--- config.mk ---
export PLATFORM = sky130hd
export DESIGN_NAME = alu_seq_ctrl_flat
export DESIGN_NICKNAME = d
export VERILOG_FILES = /design/src/rtl/alu_seq_ctrl_if.sv /design/src/rtl/alu_seq_ctrl.sv /design/src/flat_wrapper.sv
export SDC_FILE = /design/constraint.sdc
export NUM_CORES = 1
export LEC_CHECK = 0
export ABC_CLOCK_PERIOD_IN_PS = 6150
export BUFFER_PORTS_ARGS = -buffer_cell sky130_fd_sc_hd__buf_2
export CAP_MARGIN = 20
export CORE_AREA = 2 2 91 93
export CTS_CLUSTER_SIZE = 20
export DETAILED_ROUTE_END_ITERATION = 10
export DIE_AREA = 0 0 93 95
export HOLD_SLACK_MARGIN = 0.05
export RECOVER_POWER = 50
export SLEW_MARGIN = 10
export SYNTH_ARGS = -nofsm -noshare
export SYNTH_HDL_FRONTEND = slang
export SYNTH_SLANG_ARGS = --single-unit
--- constraint.sdc ---
create_clock -name clk -period 6.15 [get_ports clk]
set_input_delay 0.3075 -clock clk [delete_from_list [all_inputs] [get_ports clk]]
set_output_delay 0.3075 -clock clk [all_outputs]
set_load 0.005 [all_outputs]
--- src/rtl/alu_seq_ctrl_if.sv ---
// rtl/alu_seq_ctrl_if.sv - command/response handshake bundle for the accumulator sequencer
interface alu_seq_ctrl_if;
    logic       cmd_valid;
    logic       cmd_ready;
    logic [2:0] cmd_op;
    logic [7:0] cmd_data;
    logic       rsp_valid;
    logic       rsp_ready;
    logic [7:0] rsp_data;
    logic       rsp_ovf;

    modport master (
        output cmd_valid, cmd_op, cmd_data, rsp_ready,
        input  cmd_ready, rsp_valid, rsp_data, rsp_ovf
    );

    modport slave (
        input  cmd_valid, cmd_op, cmd_data, rsp_ready,
        output cmd_ready, rsp_valid, rsp_data, rsp_ovf
    );
endinterface

--- src/rtl/alu_seq_ctrl.sv ---
// rtl/alu_seq_ctrl.sv - accumulator sequencer driving an external 8-bit ALU, with shift-free repeated-add multiply
module alu_seq_ctrl #(
    parameter bit MUL_EN = 1'b1
) (
    input  logic             clk,
    input  logic             rst_n,
    alu_seq_ctrl_if.slave    bus,
    output logic [7:0]       alu_a,
    output logic [7:0]       alu_b,
    output logic [1:0]       alu_s,
    input  logic [7:0]       alu_f,
    input  logic             alu_ovf,
    output logic [7:0]       acc,
    output logic             sticky_ovf
);

    localparam logic [2:0] OP_LOAD = 3'b000;
    localparam logic [2:0] OP_ADD  = 3'b001;
    localparam logic [2:0] OP_NOTB = 3'b010;
    localparam logic [2:0] OP_AND  = 3'b011;
    localparam logic [2:0] OP_OR   = 3'b100;
    localparam logic [2:0] OP_MUL  = 3'b101;
    localparam logic [2:0] OP_CLRF = 3'b111;

    localparam logic [1:0] SEL_ADD  = 2'b00;
    localparam logic [1:0] SEL_NOTB = 2'b01;
    localparam logic [1:0] SEL_AND  = 2'b10;
    localparam logic [1:0] SEL_OR   = 2'b11;

    typedef enum logic [1:0] {
        IDLE = 2'b00,
        EXEC = 2'b01,
        MUL  = 2'b10,
        RESP = 2'b11
    } state_t;

    state_t     state_q, state_d;
    logic [2:0] op_q;
    logic [7:0] data_q;
    logic [7:0] count;
    logic [7:0] partial;
    logic [7:0] mcand;
    logic       mul_ovf;
    logic [7:0] rsp_data_q;
    logic       rsp_ovf_q;

    logic       cmd_fire;
    logic       mul_sel;
    logic [7:0] exec_acc;
    logic       exec_ovf;

    assign bus.cmd_ready = (state_q == IDLE);
    assign bus.rsp_valid = (state_q == RESP);
    assign bus.rsp_data  = rsp_data_q;
    assign bus.rsp_ovf   = rsp_ovf_q;

    assign cmd_fire = bus.cmd_valid && (state_q == IDLE);
    // With the multiplier disabled, opcode 101 falls through EXEC as a READ.
    assign mul_sel  = MUL_EN && (bus.cmd_op == OP_MUL);

    always_ff @(posedge clk or negedge rst_n) begin
        if (!rst_n) begin
            state_q <= IDLE;
        end else begin
            state_q <= state_d;
        end
    end

    always_comb begin
        state_d  = state_q;
        alu_a    = acc;
        alu_b    = 8'h00;
        alu_s    = SEL_ADD;
        exec_acc = acc;
        exec_ovf = 1'b0;
        case (state_q)
            IDLE: begin
                if (bus.cmd_valid) begin
                    state_d = mul_sel ? MUL : EXEC;
                end
            end
            EXEC: begin
                case (op_q)
                    OP_LOAD: exec_acc = data_q;
                    OP_ADD: begin
                        alu_b    = data_q;
                        alu_s    = SEL_ADD;
                        exec_acc = alu_f;
                        exec_ovf = alu_ovf;
                    end
                    OP_NOTB: begin
                        alu_b    = data_q;
                        alu_s    = SEL_NOTB;
                        exec_acc = alu_f;
                    end
                    OP_AND: begin
                        alu_b    = data_q;
                        alu_s    = SEL_AND;
                        exec_acc = alu_f;
                    end
                    OP_OR: begin
                        alu_b    = data_q;
                        alu_s    = SEL_OR;
                        exec_acc = alu_f;
                    end
                    default: ;
                endcase
                state_d = RESP;
            end
            MUL: begin
                // One add of the multiplicand per remaining count; a zero count finishes.
                if (count != 8'h00) begin
                    alu_a = partial;
                    alu_b = mcand;
                    alu_s = SEL_ADD;
                end else begin
                    state_d = RESP;
                end
            end
            RESP: begin
                if (bus.rsp_ready) begin
                    state_d = IDLE;
                end
            end
            default: state_d = IDLE;
        endcase
    end

    always_ff @(posedge clk or negedge rst_n) begin
        if (!rst_n) begin
            op_q       <= OP_LOAD;
            data_q     <= 8'h00;
            acc        <= 8'h00;
            sticky_ovf <= 1'b0;
            rsp_data_q <= 8'h00;
            rsp_ovf_q  <= 1'b0;
            count      <= 8'h00;
            partial    <= 8'h00;
            mcand      <= 8'h00;
            mul_ovf    <= 1'b0;
        end else begin
            case (state_q)
                IDLE: begin
                    if (cmd_fire) begin
                        op_q   <= bus.cmd_op;
                        data_q <= bus.cmd_data;
                        if (mul_sel) begin
                            mcand   <= acc;
                            count   <= bus.cmd_data;
                            partial <= 8'h00;
                            mul_ovf <= 1'b0;
                        end
                    end
                end
                EXEC: begin
                    acc        <= exec_acc;
                    rsp_data_q <= exec_acc;
                    rsp_ovf_q  <= exec_ovf;
                    if (op_q == OP_CLRF) begin
                        sticky_ovf <= 1'b0;
                    end else if (exec_ovf) begin
                        sticky_ovf <= 1'b1;
                    end
                end
                MUL: begin
                    if (count != 8'h00) begin
                        partial <= alu_f;
                        count   <= count - 8'd1;
                        mul_ovf <= mul_ovf | alu_ovf;
                    end else begin
                        acc        <= partial;
                        rsp_data_q <= partial;
                        rsp_ovf_q  <= mul_ovf;
                        if (mul_ovf) begin
                            sticky_ovf <= 1'b1;
                        end
                    end
                end
                default: ;
            endcase
        end
    end

endmodule

--- src/flat_wrapper.sv ---
// flat-port wrapper written by rule: the top's interface ports become plain ports
module alu_seq_ctrl_flat 
#(
    parameter bit MUL_EN = 1'b1
)
  (clk, rst_n, alu_a, alu_b, alu_s, alu_f, alu_ovf, acc, sticky_ovf, bus_cmd_valid, bus_cmd_op, bus_cmd_data, bus_rsp_ready, bus_cmd_ready, bus_rsp_valid, bus_rsp_data, bus_rsp_ovf);
  alu_seq_ctrl_if bus_i ();
  input  logic clk;
  input  logic rst_n;
  output logic [7:0] alu_a;
  output logic [7:0] alu_b;
  output logic [1:0] alu_s;
  input  logic [7:0] alu_f;
  input  logic alu_ovf;
  output logic [7:0] acc;
  output logic sticky_ovf;
  input wire logic [$bits(bus_i.cmd_valid)-1:0] bus_cmd_valid;
  input wire logic [$bits(bus_i.cmd_op)-1:0] bus_cmd_op;
  input wire logic [$bits(bus_i.cmd_data)-1:0] bus_cmd_data;
  input wire logic [$bits(bus_i.rsp_ready)-1:0] bus_rsp_ready;
  output wire logic [$bits(bus_i.cmd_ready)-1:0] bus_cmd_ready;
  output wire logic [$bits(bus_i.rsp_valid)-1:0] bus_rsp_valid;
  output wire logic [$bits(bus_i.rsp_data)-1:0] bus_rsp_data;
  output wire logic [$bits(bus_i.rsp_ovf)-1:0] bus_rsp_ovf;
  assign bus_i.cmd_valid = bus_cmd_valid;
  assign bus_i.cmd_op = bus_cmd_op;
  assign bus_i.cmd_data = bus_cmd_data;
  assign bus_i.rsp_ready = bus_rsp_ready;
  assign bus_cmd_ready = bus_i.cmd_ready;
  assign bus_rsp_valid = bus_i.rsp_valid;
  assign bus_rsp_data = bus_i.rsp_data;
  assign bus_rsp_ovf = bus_i.rsp_ovf;
  alu_seq_ctrl #(.MUL_EN(MUL_EN)) u_core (.clk(clk), .rst_n(rst_n), .bus(bus_i), .alu_a(alu_a), .alu_b(alu_b), .alu_s(alu_s), .alu_f(alu_f), .alu_ovf(alu_ovf), .acc(acc), .sticky_ovf(sticky_ovf));
endmodule
==> results.cfg <==
[sta]
relSlewSlack_pct = -71.2
finClkSkew_ns = 0.00219
worst_slack_ns = 3.38
fin_crit_sh_pct = 45.1
tightest_slew_ns = 2.57
fmax_mhz = 361
min_period_ns = 2.77
whs_ns = 0.238
hold_viol = 0
rsz0062_at_grt = no
slew_violations = 49
fin_tns_setup_ns = 0
finalSetupViolCount = 0

[floorplan]
core_area_um2 = 7930
die_w_um = 93
die_h_um = 95
die-area_um2 = 8840
initial_core_util_pct = 34.9
ioPinCount = 62
rows = 33

[synth]
syn-num-nets = 311
synth_edf_count = 0
synthFlopType = dfrtp_1
synthCells = 282
yosysUniqueCellTypes = 52
ys_seq_area_share_pct = 43.4
ys_async_sr_fraction_pct = 100
netlist_area_um2 = 2770
avgSynthCellArea_um2 = 9.82
yosys_warnings = 0
ys_seq_elements = 48

[worst_setup_path]
crit_family = compound AO/OA/AOI/OAI gates
crit_buf_inv = 2
slowest_stage = o21ai_4
worst-r2r-setup-slack_ns = 3.62
critPathMaxStageDelay_ns = 0.55
startpoint_type = register
critical_path_required_ns = 5.84
crit_fanout = 26
worstPathArrival_ns = 2.46
timing.critical_path.to_type = output pin
critPathKind = register to output pin
path_cells = inv_1 -> ha_1 -> or3b_2 -> o21ai_4 -> o21ai_0 -> buf_2

[route]
viasPerCell = 5.38
final_antenna_net_count = 0
routed_wl_mm = 7.03
drc = 0
drtPass1Iterations = 4
vias = 2328
avgRoutedWirePerCell_um = 16.2
drtIter0Drc = 107

[final_layout]
instances_no_fill = 433
area_growth_pct = 13.4
final_nets = 357
fillers = 851
diodes = 0
final_common_cell = buf_2
most-common-layout-cells = buf_2 (52), dfrtp_1 (48), nor2_1 (36)
drive_gt1_share_pct = 26.5
finish.utilization_pct = 39.6
fin_area_um2 = 3140

[clocking]
cts_setup_buffers = 0
clk_pin_slew_worst_paths_ns = 0.08
tritoncts = yes
cts_resized = 0
cts_root_buf = clkbuf_8
htreeDepth = 2
ctsHoldBuffers = 0
clk_latency_ns = 0.30
cts_buffers = 5
numClockSinks = 48
cts_max_path_buffers = 2

[flow_run]
drv_cap = 1

[power_and_ir_drop]
p_switching_uw = 754
sequentialPowerShare_pct = 35.9
p_per_area_nw_per_um2 = 547
power.share.clock_pct = 10.5
switching_share_pct = 43.9
p_comb_share_pct = 53.6
leakagePower_nw = 1.46
p_int_uw = 964
total_power_mw = 1.72
ir_drop_v = 0.000234

[global_route]
grt_pass1_vias = 2266
antenna_found_initial = 0
grt_overflow = 0
grt_use_total_pct = 16.6
grt_max_degree = 49
grt_first_pass_wirelength_mm = 11.6

[hold_path]
holdCritPathClass = input port to register

[status]
status = complete, but fails checks
violations = max-capacitance violations, max-slew violations

[place]
globalplace.congestion = 0.854
port_buffers = 61
hpwlAfterDp_mm = 5.01
placed_cell_area_um2 = 3080
post-place-ws_ns = 3.67
place_inst = 426
## cell type report
cell class	instances	area, um2	share of cell area (%)
well taps	105	131	4.18
flip-flops and latches	48	1200	38.2
clock buffers	6	72.6	2.31
repair buffers	63	305	9.72
inverters	21	78.8	2.51
multi-input cells	189	1350	42.9
clock inverters	1	5.00	0.159
## layer usage
metal	global-route usage (%)	vias to the layer above	routed length (um)	part of all wire (%)
li1	-	1102	-	-
met5	0	-	0	0
met3	2.47	11	326	4.6
met2	25.8	69	3240	46
met1	24.2	1146	3380	48
met4	4.17	0	85	1.2
## synth_stat cells, types with 2 or more instances
cell type	n	area share (%)
or4_1	2	0.54
o21a_1	2	0.54
nor2_1	36	4.9
a21oi_1	13	2.3
nand2_1	16	2.2
nor3_1	5	0.90
ha_1	5	2.3
a22o_1	8	2.5
o21ai_0	16	2.9
buf_6	2	0.81
or3_1	2	0.45
clkbuf_1	7	0.95
buf_2	6	1.1
a221oi_1	2	0.63
mux2i_1	12	4.3
buf_4	8	2.2
inv_1	21	2.8
nor3b_1	2	0.54
mux2_2	21	8.5
a32oi_1	8	2.5
nand3_1	3	0.54
a32o_1	8	2.9
dfrtp_1	48	43
## path summary, 6_finish.rpt
kind | from | end | cells after the start
hold / removal | alu_f[0] | u_core.partial[0]$_DFFE_PN0P_ | 2
hold reg to reg | u_core.partial[1]$_DFFE_PN0P_ | u_core.partial[1]$_DFFE_PN0P_ | 1
min in group asynchronous | rst_n | u_core.mcand[6]$_DFFE_PN0P_ | 2
setup / recovery | u_core.count[0]$_DFFE_PN0P_ | alu_a[5] | 6
max in group asynchronous | rst_n | u_core.data_q[2]$_DFFE_PN0P_ | 2
setup reg to reg | u_core.count[0]$_DFFE_PN0P_ | u_core.bus.rsp_data[1]$_DFFE_PN0P_ | 6
## logic make-up after synthesis
family | after synthesis | synth area share (%)
adders and majority gates | 5 | 2.26
buffers and inverters | 45 | 7.99
DFF | 48 | 43.4
muxes | 33 | 12.9
xor gates and xnor gates | 2 | 0.904
AOI/OAI and AO/OA | 76 | 20.2
and+or+nand+nor | 73 | 12.4
## sequential cells by signal, summed over array words and instances, names as in the netlist
| name | cells |
|---|---|
| u_core.bus.rsp_data | 8 |
| u_core.bus.rsp_ovf | 1 |
| u_core.count | 8 |
| u_core.data_q | 8 |
| u_core.mcand | 8 |
| u_core.mul_ovf | 1 |
| u_core.op_q | 3 |
| u_core.partial | 8 |
| u_core.state_q | 2 |
| u_core.sticky_ovf | 1 |
## power by group through the flow
stage | Clock, mW | Sequential (mW) | Combinational [mW]
6_report | 0.180 | 0.617 | 0.920
5_1_grt | 0.199 | 0.640 | 1.04
4_1_cts | 0.185 | 0.614 | 0.935
3_5_place_dp | 0 | 0.619 | 0.931
3_3_place_gp | 0 | 0.614 | 0.916
2_1_floorplan | 0 | 0.569 | 0.724
Power figures use the tool's default switching activity.
